### src/rtl/sw_mem_pkg.sv
// rtl/sw_mem_pkg.sv - shared beat geometry, FSM encoding and AXI len helper
package sw_mem_pkg;

    localparam int BEAT_BYTES     = 32;
    localparam int BEAT_SHIFT     = 5;
    localparam int BOUNDARY_BYTES = 4096;
    localparam int BURST_W        = 9;

    // Burst sizes reach 256 beats, one more than an 8-bit AXI len can show.
    typedef logic [BURST_W-1:0] burst_beats_t;

    localparam logic [1:0] ST_IDLE  = 2'd0;
    localparam logic [1:0] ST_ISSUE = 2'd1;
    localparam logic [1:0] ST_DRAIN = 2'd2;

    function automatic logic [7:0] axi_len(input burst_beats_t beats);
        return 8'(beats - burst_beats_t'(1));
    endfunction

endpackage

### src/rtl/rd_burst_len_calc.sv
// rtl/rd_burst_len_calc.sv - beats in the next burst: min(remaining, MAX_BEATS, room to boundary)
module rd_burst_len_calc #(
    parameter int ADDR_WIDTH     = 33,
    parameter int BEATS_WIDTH    = 16,
    parameter int MAX_BEATS      = 64,
    parameter int BOUNDARY_BYTES = sw_mem_pkg::BOUNDARY_BYTES
) (
    input  logic [ADDR_WIDTH-1:0]  addr,
    input  logic [BEATS_WIDTH-1:0] remaining,
    output sw_mem_pkg::burst_beats_t beats
);
    import sw_mem_pkg::*;

    logic [63:0] offset;
    logic [63:0] room;
    logic [63:0] lim;

    always_comb begin
        offset = 64'(addr & ADDR_WIDTH'(BOUNDARY_BYTES - 1));
        room   = (64'(BOUNDARY_BYTES) - offset) >> BEAT_SHIFT;
        lim    = 64'(MAX_BEATS);
        if (room < lim) begin
            lim = room;
        end
        if (64'(remaining) < lim) begin
            lim = 64'(remaining);
        end
        beats = burst_beats_t'(lim);
    end

endmodule

### src/rtl/rd_burst_splitter.sv
// rtl/rd_burst_splitter.sv - splits one read request into AXI-legal INCR bursts and counts returned beats
module rd_burst_splitter #(
    parameter int ADDR_WIDTH     = 33,
    parameter int DATA_WIDTH     = 256,
    parameter int ID_WIDTH       = 6,
    parameter int BEATS_WIDTH    = 16,
    parameter int MAX_BEATS      = 64,
    parameter int BOUNDARY_BYTES = sw_mem_pkg::BOUNDARY_BYTES
) (
    input  logic                   clk,
    input  logic                   rst,
    input  logic [ID_WIDTH-1:0]    req_id_in,
    input  logic [ADDR_WIDTH-1:0]  req_addr_in,
    input  logic [BEATS_WIDTH-1:0] req_beats_in,
    input  logic                   req_valid_in,
    output logic                   req_rdy_out,
    output logic [ID_WIDTH-1:0]    rd_id_out,
    output logic [ADDR_WIDTH-1:0]  rd_addr_out,
    output logic [7:0]             rd_len_out,
    output logic                   rd_info_valid_out,
    input  logic                   rd_info_rdy_in,
    input  logic [DATA_WIDTH-1:0]  rd_data_in,
    input  logic                   rd_data_valid_in,
    output logic                   rd_data_rdy_out,
    output logic [DATA_WIDTH-1:0]  data_out,
    output logic                   data_valid_out,
    input  logic                   data_rdy_in,
    output logic                   req_done_out
);
    import sw_mem_pkg::*;

    logic [1:0]             state;
    logic [BEATS_WIDTH-1:0] rem;
    logic [BEATS_WIDTH-1:0] exp_beats;
    logic [BEATS_WIDTH-1:0] got;
    burst_beats_t           cur_beats;
    burst_beats_t           calc_beats;
    logic [ADDR_WIDTH-1:0]  aligned_addr;
    logic [ADDR_WIDTH-1:0]  next_addr;
    logic [ADDR_WIDTH-1:0]  calc_addr;
    logic [BEATS_WIDTH-1:0] next_rem;
    logic [BEATS_WIDTH-1:0] calc_rem;
    logic                   active;
    logic                   beat_fire;
    logic                   got_inc;

    assign active          = (state == ST_ISSUE) || (state == ST_DRAIN);
    assign data_out        = rd_data_in;
    assign data_valid_out  = rd_data_valid_in & active;
    assign rd_data_rdy_out = data_rdy_in & active;
    assign beat_fire       = data_valid_out & data_rdy_in;
    assign got_inc         = beat_fire && (got != exp_beats);
    assign req_rdy_out     = (state == ST_IDLE) && !req_done_out;

    assign aligned_addr = req_addr_in & ~ADDR_WIDTH'(BEAT_BYTES - 1);
    assign next_addr    = rd_addr_out + (ADDR_WIDTH'(cur_beats) << BEAT_SHIFT);
    assign next_rem     = rem - BEATS_WIDTH'(cur_beats);

    // The calculator serves both the first burst (from the request) and every
    // follow-on burst, so the next one is ready the cycle after a handshake.
    assign calc_addr = (state == ST_IDLE) ? aligned_addr : next_addr;
    assign calc_rem  = (state == ST_IDLE) ? req_beats_in : next_rem;

    rd_burst_len_calc #(
        .ADDR_WIDTH    (ADDR_WIDTH),
        .BEATS_WIDTH   (BEATS_WIDTH),
        .MAX_BEATS     (MAX_BEATS),
        .BOUNDARY_BYTES(BOUNDARY_BYTES)
    ) u_len_calc (
        .addr     (calc_addr),
        .remaining(calc_rem),
        .beats    (calc_beats)
    );

    always_ff @(posedge clk or negedge rst) begin
        if (!rst) begin
            state             <= ST_IDLE;
            rem               <= '0;
            exp_beats         <= '0;
            got               <= '0;
            cur_beats         <= '0;
            rd_id_out         <= '0;
            rd_addr_out       <= '0;
            rd_len_out        <= '0;
            rd_info_valid_out <= 1'b0;
            req_done_out      <= 1'b0;
        end else begin
            req_done_out <= 1'b0;
            case (state)
                ST_IDLE: begin
                    if (req_valid_in && req_rdy_out) begin
                        rd_id_out <= req_id_in;
                        exp_beats <= req_beats_in;
                        got       <= '0;
                        rem       <= req_beats_in;
                        if (req_beats_in == '0) begin
                            state <= ST_DRAIN;
                        end else begin
                            state             <= ST_ISSUE;
                            rd_info_valid_out <= 1'b1;
                            rd_addr_out       <= aligned_addr;
                            rd_len_out        <= axi_len(calc_beats);
                            cur_beats         <= calc_beats;
                        end
                    end
                end
                ST_ISSUE: begin
                    if (got_inc) begin
                        got <= got + 1'b1;
                    end
                    if (rd_info_rdy_in) begin
                        if (next_rem == '0) begin
                            rd_info_valid_out <= 1'b0;
                            rem               <= '0;
                            state             <= ST_DRAIN;
                        end else begin
                            rd_addr_out <= next_addr;
                            rd_len_out  <= axi_len(calc_beats);
                            cur_beats   <= calc_beats;
                            rem         <= next_rem;
                        end
                    end
                end
                ST_DRAIN: begin
                    if (got_inc) begin
                        got <= got + 1'b1;
                    end
                    if (got == exp_beats) begin
                        req_done_out <= 1'b1;
                        state        <= ST_IDLE;
                    end
                end
                default: begin
                    state <= ST_IDLE;
                end
            endcase
        end
    end

endmodule

### config.mk
export PLATFORM = sky130hd
export DESIGN_NAME = rd_burst_splitter
export DESIGN_NICKNAME = d
export VERILOG_FILES = /design/src/rtl/sw_mem_pkg.sv /design/src/rtl/rd_burst_len_calc.sv /design/src/rtl/rd_burst_splitter.sv
export SDC_FILE = /design/constraint.sdc
export NUM_CORES = 1
export LEC_CHECK = 0
export CORE_AREA = 2 2 245 247
export CTS_CLUSTER_DIAMETER = 120
export DETAILED_ROUTE_END_ITERATION = 12
export DIE_AREA = 0 0 247 249
export SETUP_SLACK_MARGIN = 0.5
export SYNTH_ARGS = -nofsm -noshare
export SYNTH_HDL_FRONTEND = slang
export SYNTH_SLANG_ARGS = --single-unit
### constraint.sdc
create_clock -name clk -period 5 [get_ports clk]
set_clock_uncertainty 0.1 [all_clocks]
set_input_delay 0.5 -clock clk [delete_from_list [all_inputs] [get_ports clk]]
set_output_delay 0.5 -clock clk [all_outputs]
set_load 0.02 [all_outputs]
# ---- Word level (Yosys, flattened, before mapping)
# Index checks and enable logic that the tools add are counted.
# Widths: inputs -> output; s select.
dict set report word_totals {
  regBits 108
  inputBits 317
  output_inout_bits 308
  word_cells 87
}
dict set report op_classes {
  add_sub_neg 5
  n_lt_le_gt_ge 2
  n_eq_ne 11
  mux 39
  bitwise 3
  n_reduce_logical 17
}
# cell n
set ops {}
lappend ops {{$mux 33} 4}
lappend ops {{$mux 16} 6}
lappend ops {{$pmux 33 s2} 1}
lappend ops {{$pmux 16 s2} 2}
lappend ops {{$lt 16x59->1} 1}
lappend ops {{$lt 59x7->1 const B} 1}
lappend ops {{$mux 59} 1}
lappend ops {{$mux 9} 5}
lappend ops {{$add 33x14->33} 1}
lappend ops {{$logic_not 16->1} 2}
lappend ops {{$mux 8} 4}
lappend ops {{$pmux 9 s2} 1}
lappend ops {{$add 16x1->16 const B} 1}
lappend ops {{$eq 16x16->1} 1}
lappend ops {{$ne 16x16->1} 1}
lappend ops {{$pmux 8 s2} 1}
lappend ops {{$sub 16x9->16} 1}
lappend ops {{$sub 13x12->14 const A} 1}
lappend ops {{$mux 12} 1}
lappend ops {{$mux 2} 5}
lappend ops {{$reduce_and 5->1} 2}
lappend ops {{$ne 2x1->1 const B} 4}
lappend ops {{$sub 8x1->8 const B} 1}
lappend ops {{$mux 1} 6}
lappend ops {{other kinds (15)} 23}

# ---- Depth between registers and ports, before layout
# Gate-level depths: netlist of the first run.
dict set report depth {
  ltp_word 11
  depth_mapped 25
  mapped_depth_nobuf 24
}

# ---- Cells and area by module
# A second synthesis of the first run with hierarchy kept.
dict set report unflattened {
  cells_unflattened 1130
  area_unflattened_um2 9305.2
}
# module instances cells_each area_per_inst_um2
set modules_own_cells {}
lappend modules_own_cells {rd_burst_splitter 1 1071 8878.5}
lappend modules_own_cells {rd_burst_len_calc 1 59 426.7}

# ---- Worst setup path after synthesis of the first run
# OpenSTA, ideal clock, no wires.
dict set report synth_path {
  path_kind {reg2reg}
  startpoint {register rd_addr_out[5]}
  endpoint {register rd_len_out[4]}
  arrival_time_ps 4791
  required_time_ps 4813
  path_slack_ps 22
  path_stages_with_launch 23
  n_path_buf 0
  synth_period_minus_slack_ps 4978
  path_cell_list {dfrtp_1 -> ha_1 -> inv_1 -> fa_1 -> nor3b_1 -> o221a_2 -> a21boi_0 -> xnor2_1 -> or3b_2 -> nand2_1 -> inv_1 -> ha_1 -> a21o_1 -> a21o_1 -> a21oi_1 -> o311ai_2 -> mux2_4 -> ha_1 -> nand2_1 -> nor2_1 -> xnor2_1 -> or3_1 -> o211ai_1}
}
dict set report synth_via {
  elab_chain_cells 11
}
# element line
set synth_rtl {}
lappend synth_rtl {{start: declaration} rd_burst_splitter.sv:18} ;# output logic [ADDR_WIDTH-1:0] rd_addr_out,
lappend synth_rtl {{start signal: assignment} rd_burst_splitter.sv:101} ;# rd_addr_out <= aligned_addr;
lappend synth_rtl {{start signal: assignment} rd_burst_splitter.sv:117} ;# rd_addr_out <= next_addr;
lappend synth_rtl {{$add 33x14->33 (*)} rd_burst_splitter.sv:56} ;# assign next_addr = rd_addr_out + (ADDR_WIDTH'(cur_beats) << BEAT_SHIFT);
lappend synth_rtl {{$mux 12 (*)} rd_burst_splitter.sv:61} ;# assign calc_addr = (state == ST_IDLE) ? aligned_addr : next_addr;
lappend synth_rtl {{$sub 13x12->14 (*)} rd_burst_len_calc.sv:20} ;# room = (64'(BOUNDARY_BYTES) - offset) >> BEAT_SHIFT;
lappend synth_rtl {{$lt 59x7->1} rd_burst_len_calc.sv:22} ;# if (room < lim) begin
lappend synth_rtl {{$mux 59 (*)} rd_burst_len_calc.sv:22}
lappend synth_rtl {{$lt 16x59->1} rd_burst_len_calc.sv:25} ;# if (64'(remaining) < lim) begin
lappend synth_rtl {{$mux 9 (*)} rd_burst_len_calc.sv:25}
lappend synth_rtl {{$sub 8x1->8 (*)} sw_mem_pkg.sv:17} ;# return 8'(beats - burst_beats_t'(1));
lappend synth_rtl {{$mux 8 (on tied branches)} {rd_burst_splitter.sv:112, rd_burst_splitter.sv:96}}
lappend synth_rtl {{$mux 8 (on tied branches)} {rd_burst_splitter.sv:111, rd_burst_splitter.sv:91}}
lappend synth_rtl {{$pmux 8 s2 (*)} rd_burst_splitter.sv:89} ;# case (state)
lappend synth_rtl {{end signal: assignment} rd_burst_splitter.sv:102} ;# rd_len_out <= axi_len(calc_beats);
lappend synth_rtl {{end signal: assignment} rd_burst_splitter.sv:118} ;# rd_len_out <= axi_len(calc_beats);
lappend synth_rtl {{end: declaration} rd_burst_splitter.sv:19} ;# output logic [7:0] rd_len_out,
# Mark *: on every way between the ends. The rest lies on a longest branch, timed or not. The select of a mux whose other input is x is not followed.
# A chain may end at the register's enable or synchronous reset.

# ---- Final worst setup path of the first run
dict set report layout_path {
  startpoint {register cur_beats[0]}
  endpoint {register rd_len_out[4]}
}
dict set report layout_via {
  elab_chain_cells 11
}
# element line
set layout_rtl {}
lappend layout_rtl {{start: declaration} rd_burst_splitter.sv:36} ;# burst_beats_t cur_beats;
lappend layout_rtl {{start signal: assignment} rd_burst_splitter.sv:103} ;# cur_beats <= calc_beats;
lappend layout_rtl {{start signal: assignment} rd_burst_splitter.sv:119} ;# cur_beats <= calc_beats;
lappend layout_rtl {{$add 33x14->33} rd_burst_splitter.sv:56}
lappend layout_rtl {{$mux 12} rd_burst_splitter.sv:61}
lappend layout_rtl {{$sub 13x12->14} rd_burst_len_calc.sv:20}
lappend layout_rtl {{$lt 59x7->1} rd_burst_len_calc.sv:22}
lappend layout_rtl {{$mux 59} rd_burst_len_calc.sv:22}
lappend layout_rtl {{$lt 16x59->1} rd_burst_len_calc.sv:25}
lappend layout_rtl {{$mux 9} rd_burst_len_calc.sv:25}
lappend layout_rtl {{$sub 8x1->8} sw_mem_pkg.sv:17}
lappend layout_rtl {{$mux 8 (on tied branches)} {rd_burst_splitter.sv:112, rd_burst_splitter.sv:96}}
lappend layout_rtl {{$mux 8 (on tied branches)} {rd_burst_splitter.sv:111, rd_burst_splitter.sv:91}}
lappend layout_rtl {{$pmux 8 s2} rd_burst_splitter.sv:89}
# Parallel ways exist; a longest one is shown, timed or not. The select of a mux whose other input is x is not followed.

==> flow_metrics.env, run 1 <==
export IMPL_status="finished clean"
export IMPL_p_leak_uw=0.00372
export IMPL_gp_congestion=0.825
export IMPL_clkTransAtPathRegs_ps=90
export IMPL_synth_adder_area_share_pct=4.78
export IMPL_ctsHtreeMaxLevel=3
export IMPL_viasPerCell=4.01
export IMPL_ys_seq_elements=103
export IMPL_cp_data_arrival_time_ps=4810
export IMPL_path_class="flip-flop to flip-flop"
export IMPL_synth_compound_area_share_pct=16.2
export IMPL_rows=89
export IMPL_yosys_most_used_dff="dfrtp_1"
export IMPL_relSlewSlack_pct=38.0
export IMPL_drtIter0Drc=555
export IMPL_setup_viol_count_final=0
export IMPL_fillerInstances=6557
export IMPL_final_nets=1263
export IMPL_yosysTopAreaCell="dfrtp_1"
export IMPL_synthXorXnorAreaFrac_pct=5.08
export IMPL_clock_latency_ps=390
export IMPL_ys_top_cells_by_area="dfrtp_1 29%, buf_4 22%, ha_1 4.3%"
export IMPL_grt_max_degree=45
export IMPL_endpoint_kind="flip-flop"
export IMPL_layout_drive_gt1_share_pct=14.5
export IMPL_min_from="rd_info_valid_out"
export IMPL_grt_pass1_vias=6720
export IMPL_drv_slew=0
export IMPL_p_per_area_nw_per_um2=807
export IMPL_hold_path_depth=1
export IMPL_cts_sinks=103
export IMPL_die_h_um=249
export IMPL_yosysWarnings=0
export IMPL_core_area_um2=58700
export IMPL_portBuffers=102
export IMPL_grtUsageTotal_pct=9.61
export IMPL_antenna_cells=0
export IMPL_io_pins=625
export IMPL_antenna_found_initial=5
export IMPL_placed_cell_area_um2=9170
export IMPL_cts_buffer_depth=2
export IMPL_ant_nets=0
export IMPL_wirelength_um=30200
export IMPL_timing_final_hold_violations=0
export IMPL_ir_drop_uv=348
export IMPL_synth_top_family_by_area="buffers and inverters"
export IMPL_areaGrowthSynthToFinish_pct=8.08
export IMPL_final_cell_mix="101 x dfrtp_1, 101 x clkdlybuf4s50_1, 76 x nand2_1, 64 x o21ai_0, 60 x nor2_1"
export IMPL_drc_errors=0
export IMPL_synthArstFlopShare_pct=100
export IMPL_max_cap_viol_count=0
export IMPL_cts_tree="built"
export IMPL_place_hpwl_um=23600
export IMPL_rr_startpoint="cur_beats[0]"
export IMPL_startpoint="cur_beats[0]"
export IMPL_cts_root_buf="clkbuf_16"
export IMPL_fmax_ghz=0.217
export IMPL_via_count=6782
export IMPL_avgSynthCellArea_um2=8.55
export IMPL_netlist_area_um2=8960
export IMPL_gr_total_overflow=0
export IMPL_synth_edff_count=0
export IMPL_synth_simple_gate_area_share_pct=13.7
export IMPL_fp_dieW_um=247
export IMPL_rsz0062_at_grt="true"
export IMPL_synth_mux_area_share_pct=5.96
export IMPL_tightestPinTransition_ps=927
export IMPL_startpoint_type="flip-flop"
export IMPL_r2r_cells=22
export IMPL_drt_pass1_iter_count=7
export IMPL_ys_types=74
export IMPL_ys_seq_area_share_pct=28.8
export IMPL_fin_crit_ps=4610
export IMPL_fin_crit_sh_pct=92.2
export IMPL_avgRoutedWirePerCell_um=17.9
export IMPL_initial_core_util_pct=15.3
export IMPL_numCtsBuffers=9
export IMPL_required_ps=5200
export IMPL_r2r_end="rd_len_out[4]"
export IMPL_syn_inst=1048
export IMPL_hold_end="rd_info_valid_out"
export IMPL_grt_pass1_wl_um=43400
export IMPL_die_area_um2=61500
export IMPL_final_area_um2=9690
export IMPL_hp_class="flip-flop to flip-flop"
export IMPL_r2r_setup_slack_ps=390
export IMPL_path_max_fanout=4
export IMPL_netlist_area_leader_share_pct=28.8
export IMPL_tns_ps=0
-- routing by layer --
metal / up-vias / routed length [µm] / GRT usage (%) / share of wire, %
met4: 10 / 1820 / 6.49 / 6.0
li1: 3096 / - / - / -
met3: 130 / 3160 / 4.38 / 10
met1: 3223 / 11700 / 10.8 / 39
met2: 323 / 13500 / 14.4 / 45
met5: - / 60 / 0.556 / 0.20
-- metrics by stage --
stage	total power (µW)	worst slack [ps]	util, %	hold WS, ps	instances
after detailed placement	6690	90.5	15.6	374	1660
after global placement	6600	187	15.6	371	1660
after CTS	7780	446	16.4	393	1689
after global routing	8460	196	16.5	424	1691
after floorplan	5370	481	-	104	1053
final	7820	388	16.5	386	1691
-- repair_timing --
item | CTS | global route
gates resized for setup | 15 | 4
endpoints found under the setup margin | 3 | 3
hold endpoints to repair | 2 | 0
gates cloned | 0 | 0
pin swaps | 14 | 4
buffers inserted | 12 | 2
hold buffers | 1 | 0
-- cell type report --
cell class / count / area, µm² / share of cell area, %
sequential: 103 / 2580 / 26.6
multi-input combinational: 616 / 4330 / 44.7
clock inverter: 7 / 93.8 / 0.969
clock buffer: 9 / 225 / 2.33
tap: 773 / 967 / 9.99
inverter: 40 / 153 / 1.58
timing repair buffer: 143 / 1340 / 13.8
-- synthesized netlist by cell type (all sizes together), types with 5 or more instances --
library cell	number
and3	11
nand3	19
o21ai	73
nand4	10
xnor2	34
o31ai	7
a211oi	6
a31oi	6
o21a	6
or3	10
ha	31
nor3b	6
nand2b	5
nor2	64
buf	272
nor3	12
a22oi	18
o22ai	8
clkbuf	22
o31a	5
nor2b	5
mux2	32
nor4	8
mux2i	17
inv	39
nand2	78
and2	12
a21o	9
a21oi	44
dfrtp	103
xor2	18
-- worst max-delay path, stage by stage, from the launching register on --
cell and delay (ps):
dfrtp_2 410, ha_4 140, inv_2 30, fa_2 540, nor3b_4 210, o221a_4 220
a21boi_4 170, xnor2_1 80, or3b_4 400, nand2_4 90, inv_4 40, ha_4 230
a21o_1 160, a21o_1 160, a21oi_2 200, o311ai_4 150, mux2_4 360, ha_4 180
nand2_4 80, nor2_2 40, xnor2_1 110, or3_1 320, o211ai_1 90
-- cell families (layout without fill, tap and decap cells) --
| logic type | after synthesis | count (layout) |
|---|---|---|
| other | 2 | 7 |
| multiplexers | 49 | 49 |
| buffers and inverters | 334 | 199 |
| flip-flops | 103 | 103 |
| AO/OA/AOI/OAI | 221 | 221 |
| adder cells (fa/ha/maj) | 33 | 33 |
| XOR/XNOR | 52 | 52 |
| AND/OR/NAND/NOR | 254 | 254 |
-- power breakdown --
group | total [µW] | internal [µW] | switching, µW
logic | 5470 | 2390 | 3080
registers | 1550 | 1200 | 349
clock network | 797 | 365 | 431
total | 7820 | 3960 | 3860
-- sequential cells by signal, indices dropped and copies added, names as in the netlist --
register           count
cur_beats              9
exp_beats             16
got                   16
rd_addr_out           28
rd_id_out              6
rd_info_valid_out      1
rd_len_out             8
rem                   16
req_done_out           1
state                  2
-- worst max-delay path by stage --
stage,end,depth (start not counted)
6_report,rd_len_out[4],22
5_1_grt,rd_len_out[4],22
4_1_cts,rd_len_out[6],20
3_5_place_dp,rd_len_out[6],22
3_3_place_gp,rd_len_out[6],22
2_1_floorplan,rd_len_out[4],22
(Power assumes the default switching activity.)
==> run 2, diff against run 1 <==
--- a/config.mk
+++ b/config.mk
@@ -13,3 +13,4 @@
 export SYNTH_ARGS = -nofsm -noshare
 export SYNTH_HDL_FRONTEND = slang
 export SYNTH_SLANG_ARGS = --single-unit
+export TNS_END_PERCENT = 20
==> flow_metrics.env, run 2 (same netlist as run 1, synthesis figures left out) <==
export IMPL_endpoint_kind="flip-flop"
export IMPL_layout_drive_gt1_share_pct=15.0
export IMPL_final_nets=1259
export IMPL_cts_buffer_depth=2
export IMPL_drtIter0Drc=447
export IMPL_hp_class="input port to asynchronous set/reset pin"
export IMPL_die_h_um=249
export IMPL_io_pins=625
export IMPL_clkTransAtPathRegs_ps=90
export IMPL_gr_total_overflow=0
export IMPL_gp_congestion=0.837
export IMPL_path_class="flip-flop to flip-flop"
export IMPL_ctsHtreeMaxLevel=3
export IMPL_timing_final_hold_violations=0
export IMPL_die_area_um2=61500
export IMPL_cts_tree="built"
export IMPL_fin_crit_sh_pct=91.9
export IMPL_fillerInstances=6513
export IMPL_tightestPinTransition_ps=1090
export IMPL_areaGrowthSynthToFinish_pct=8.35
export IMPL_largest_register="rd_addr_out"
export IMPL_grtUsageTotal_pct=9.62
export IMPL_fmax_ghz=0.218
export IMPL_cp_data_arrival_time_ps=4800
export IMPL_startpoint_type="flip-flop"
export IMPL_drt_pass1_iter_count=5
export IMPL_largest_register_ffs=28
export IMPL_path_max_fanout=4
export IMPL_drc_errors=0
export IMPL_required_ps=5200
export IMPL_numCtsBuffers=9
export IMPL_cts_root_buf="clkbuf_16"
export IMPL_via_count=6787
export IMPL_grt_pass1_wl_um=43900
export IMPL_clock_latency_ps=380
export IMPL_holdWs_ps=54.1
export IMPL_ir_drop_uv=455
export IMPL_grt_pass1_vias=6804
export IMPL_initial_core_util_pct=15.3
export IMPL_wirelength_um=30100
export IMPL_rsz0062_at_grt="true"
export IMPL_relSlewSlack_pct=27.0
export IMPL_viasPerCell=4.02
export IMPL_final_cell_mix="101 x dfrtp_1, 101 x clkdlybuf4s50_1, 76 x nand2_1, 65 x o21ai_0, 58 x nor2_1"
export IMPL_core_area_um2=58700
export IMPL_setup_viol_count_final=0
export IMPL_avgRoutedWirePerCell_um=17.8
export IMPL_portBuffers=102
export IMPL_status="finished clean"
export IMPL_tns_ps=0
export IMPL_p_per_area_nw_per_um2=807
export IMPL_fin_ws_ps=406
export IMPL_max_cap_viol_count=0
export IMPL_rows=89
export IMPL_ant_nets=0
export IMPL_fp_dieW_um=247
export IMPL_antenna_found_initial=3
export IMPL_place_hpwl_um=23500
export IMPL_fin_crit_ps=4590
export IMPL_grt_max_degree=59
export IMPL_pre_cts_ws_ps=23.4
export IMPL_p_leak_uw=0.00372
export IMPL_drv_slew=0
export IMPL_cts_sinks=103
-- run 2: cell types whose count changed in the layout (fill, tap and decap cells not counted), moves of 2 or more --
| cell | previous run | this run |
|---|---|---|
| inv_6 | 1 | 3 |
| clkbuf_8 | 0 | 2 |
| buf_4 | 40 | 37 |
| nor2_1 | 60 | 58 |
| a211oi_4 | 0 | 2 |
| nor2_4 | 0 | 2 |
| clkinv_8 | 3 | 0 |
| o21ai_1 | 9 | 7 |
| a211oi_2 | 3 | 1 |
| ha_1 | 26 | 24 |
-- run 2: repair_timing --
action                                  CTS  global route
endpoints found under the setup margin    4             5
hold buffers                              0             0
pin swaps                                14            12
buffers inserted                         11             4
resized for setup                        13            21
-- run 2: layer usage --
| metal | vias to the layer above | wire (µm) | GRT usage [%] |
|---|---|---|---|
| met4 | 8 | 1850 | 6.01 |
| met1 | 3203 | 11700 | 10.9 |
| met5 | - | 93 | 1.11 |
| met3 | 122 | 3400 | 4.65 |
| met2 | 366 | 13100 | 14.3 |
| li1 | 3088 | - | - |
-- run 2: critical path: stages, from the launching register on --
cell      delay, ps
dfrtp_2         420
ha_4            150
inv_2            30
fa_2            530
nor3b_4         210
o221a_4         230
a21boi_2        180
xnor2_1          80
or3b_4          380
nand2_4          90
inv_4            50
ha_4            230
a21o_1          150
a21o_1          160
a21oi_2         170
o311ai_4        150
mux2_4          360
ha_4            190
nand2_4          90
nor2_4           40
xnor2_1         120
or3_1           310
o211ai_1        110
-- run 2: worst paths after layout --
kind	start	endpoint	slack, ps	cells past startpoint
max	cur_beats[0]	rd_len_out[4]	410	22
min	rst	rd_len_out[3]	50	1
max reg2reg	cur_beats[0]	rd_len_out[4]	410	22
min reg2reg	rem[4]	rem[4]	400	2
max in group asynchronous	rst	cur_beats[0]	3450	2
min in group clk	rem[4]	rem[4]	400	2
-- run 2: layout make-up --
cell class | instances | area [µm²] | area share [%]
antenna | 1 | 2.50 | 0.0258
inverter | 40 | 158 | 1.62
multi-input combinational | 616 | 4400 | 45.3
timing repair buffer | 139 | 1310 | 13.5
clock inverter | 4 | 33.8 | 0.348
clock buffer | 12 | 256 | 2.64
tap | 773 | 967 | 9.96
sequential | 103 | 2580 | 26.6
-- run 2: where the power goes --
part / internal (µW) / leakage (µW) / switching [µW]
clock network: 373 / 0.000145 / 376
logic: 2420 / 0.00232 / 3120
registers: 1210 / 0.00126 / 346
-- run 2: per-stage QoR --
stage          power [µW]  utilization, %  instance area [µm²]  std cells
2_1_floorplan        5370               -                 9100       1053
3_3_place_gp         6520            15.6                 9140       1656
3_5_place_dp         6640            15.6                 9140       1656
4_1_cts              7660            16.3                 9570       1683
5_1_grt              8510            16.5                 9710       1687
6_report             7830            16.5                 9710       1688
==> run 3, diff against run 2 <==
--- a/config.mk
+++ b/config.mk
@@ -5,12 +5,14 @@
 export SDC_FILE = /design/constraint.sdc
 export NUM_CORES = 1
 export LEC_CHECK = 0
-export CORE_AREA = 2 2 245 247
+export CORE_AREA = 2 2 243 245
 export CTS_CLUSTER_DIAMETER = 120
 export DETAILED_ROUTE_END_ITERATION = 12
-export DIE_AREA = 0 0 247 249
+export DIE_AREA = 0 0 245 247
+export GPL_ROUTABILITY_DRIVEN = 0
 export SETUP_SLACK_MARGIN = 0.5
 export SYNTH_ARGS = -nofsm -noshare
 export SYNTH_HDL_FRONTEND = slang
+export SYNTH_HIERARCHICAL = 1
 export SYNTH_SLANG_ARGS = --single-unit
 export TNS_END_PERCENT = 20
==> flow_metrics.env, run 3 <==
export IMPL_max_cap_viol_count=0
export IMPL_relSlewSlack_pct=34.6
export IMPL_yosysWarnings=6
export IMPL_endpoint_kind="flip-flop"
export IMPL_path_class="flip-flop to flip-flop"
export IMPL_clkPwrFrac_pct=10.7
export IMPL_fin_crit_ps=4530
export IMPL_p_sw_uw=3620
export IMPL_startpoint="cur_beats[6]"
export IMPL_finalNonFillerCells=1691
export IMPL_dp_cells=1668
export IMPL_rr_startpoint="cur_beats[6]"
export IMPL_required_ps=5110
export IMPL_cts_tree="built"
export IMPL_final_util_pct=16.2
export IMPL_fin_crit_sh_pct=90.5
export IMPL_viasPerCell=3.97
export IMPL_drt_pass1_iter_count=5
export IMPL_timing_final_hold_violations=0
export IMPL_antenna_found_initial=2
export IMPL_grt_pass1_wl_um=44700
export IMPL_ant_nets=0
export IMPL_initial_core_util_pct=15.3
export IMPL_tns_ps=0
export IMPL_min_from="rd_len_out[6]"
export IMPL_setup_viol_count_final=0
export IMPL_path_delay_family="compound AO/OA/AOI/OAI gates"
export IMPL_final_common_cell="nand2_1"
export IMPL_areaGrowthSynthToFinish_pct=5.61
export IMPL_finalPower_uw=7280
export IMPL_die_area_um2=60500
export IMPL_startpoint_type="flip-flop"
export IMPL_status="finished clean"
export IMPL_path_max_fanout=8
export IMPL_cp_depth=21
export IMPL_clkTransAtPathRegs_ps=80
export IMPL_cp_data_arrival_time_ps=4630
export IMPL_tightestPinTransition_ps=978
export IMPL_numCtsBuffers=9
export IMPL_r2r_cells=21
export IMPL_via_count=6718
export IMPL_grt_max_degree=51
export IMPL_avgSynthCellArea_um2=8.41
export IMPL_p_seq_share_pct=21.4
export IMPL_fmax_ghz=0.221
export IMPL_io_pins=625
export IMPL_holdWs_ps=396
export IMPL_drc_errors=0
export IMPL_max_stage_delay_ps=380
export IMPL_switching_share_pct=49.7
export IMPL_grt_pass1_vias=6735
export IMPL_ctsHtreeMaxLevel=3
export IMPL_rows=89
export IMPL_core_area_um2=58200
export IMPL_cts_buffer_depth=2
export IMPL_wirelength_um=31500
export IMPL_crit_end="rd_len_out[7]"
export IMPL_p_leak_uw=0.00376
export IMPL_place_hpwl_um=25500
export IMPL_drv_slew=0
export IMPL_final_nets=1261
export IMPL_final_cell_mix="109 x nand2_1, 103 x dfrtp_1, 101 x clkdlybuf4s50_1, 61 x o21ai_0, 51 x nor2_1"
export IMPL_hp_class="flip-flop to flip-flop"
export IMPL_critPathBufInv=1
export IMPL_drtIter0Drc=454
export IMPL_r2r_end="rd_len_out[7]"
export IMPL_largest_register="rd_addr_out"
export IMPL_netlist_area_um2=8920
export IMPL_die_h_um=247
export IMPL_r2r_setup_slack_ps=470
export IMPL_p_per_area_nw_per_um2=772
export IMPL_fp_dieW_um=245
export IMPL_clock_latency_ps=380
export IMPL_antenna_cells=0
export IMPL_p_comb_share_pct=67.9
export IMPL_cts_sinks=103
export IMPL_ir_drop_uv=221
export IMPL_layout_drive_gt1_share_pct=10.7
export IMPL_gr_total_overflow=0
export IMPL_largest_register_ffs=28
export IMPL_cp_slowest_cell="ha_1"
export IMPL_crit_chain="inv_1 > ha_1 > a21o_1 > nand2b_1 > o2111ai_1 > nand2_2 > nor2_4 > nand2_1 > nor3_4 > xnor2_1 > a21oi_1 > a211o_1 > nor3_4 > o221ai_2 > a21oi_4 > mux2i_1 > nor3_2 > nand3_1 > nor3_2 > xnor2_1 > a21oi_1"
export IMPL_cts_root_buf="clkbuf_16"
export IMPL_rsz0062_at_grt="true"
export IMPL_syn_inst=1061
export IMPL_p_int_uw=3660
export IMPL_portBuffers=102
export IMPL_fillerInstances=6491
export IMPL_grtUsageTotal_pct=10.1
export IMPL_avgRoutedWirePerCell_um=18.6
-- run 3: what timing repair did --
item,CTS,global route
hold endpoints to repair,28,0
resized for setup,16,5
hold buffers,1,0
pin swaps,7,1
setup endpoints to repair,7,12
setup buffers,5,1
-- run 3: worst min-delay path, delay by kind of cell (launching register included) --
kind / cells / cell delay [ps]
simple gates: 1 / 50
flops: 1 / 350
compound gates: 1 / 60
-- run 3: layer usage --
| layer | up-vias | GRT usage (%) | routed length, µm |
|---|---|---|---|
| met5 | - | 0 | 26 |
| met1 | 3157 | 8.86 | 9710 |
| met4 | 4 | 7.75 | 2240 |
| met2 | 339 | 17.7 | 15800 |
| li1 | 3081 | - | - |
| met3 | 137 | 5.14 | 3690 |
-- run 3: area by class of cell --
type,count,area (µm²),share of cell area [%]
well taps,773,967,10.3
repair buffers,130,1230,13.1
clock buffers,10,239,2.54
inverters,36,135,1.43
flip-flops and latches,103,2580,27.3
clock inverters,6,73.8,0.783
multi-input cells,633,4200,44.6
-- run 3: metrics by stage --
stage / instance area (µm²) / setup WS (ps)
after floorplan: 8980 / 533
after global placement: 8980 / 161
after detailed placement: 8980 / 178
after CTS: 9400 / 482
after global routing: 9430 / 190
final: 9430 / 474
-- run 3: how the worst min path moves through the flow --
stage,to,slack (ps),cells past startpoint
2_1_floorplan,cur_beats[0],100,0
3_3_place_gp,rd_id_out[5],350,1
3_5_place_dp,rd_id_out[5],350,1
4_1_cts,rd_len_out[6],400,2
5_1_grt,rd_len_out[6],420,2
6_report,rd_len_out[6],400,2
-- run 3: power groups by stage --
| stage | Sequential, µW | Clock [µW] | Combinational (µW) |
|---|---|---|---|
| 6_report | 1560 | 778 | 4940 |
| 5_1_grt | 1610 | 818 | 5520 |
| 4_1_cts | 1560 | 793 | 4950 |
| 3_5_place_dp | 1560 | 0 | 4800 |
| 3_3_place_gp | 1550 | 0 | 4730 |
| 2_1_floorplan | 1670 | 0 | 3410 |
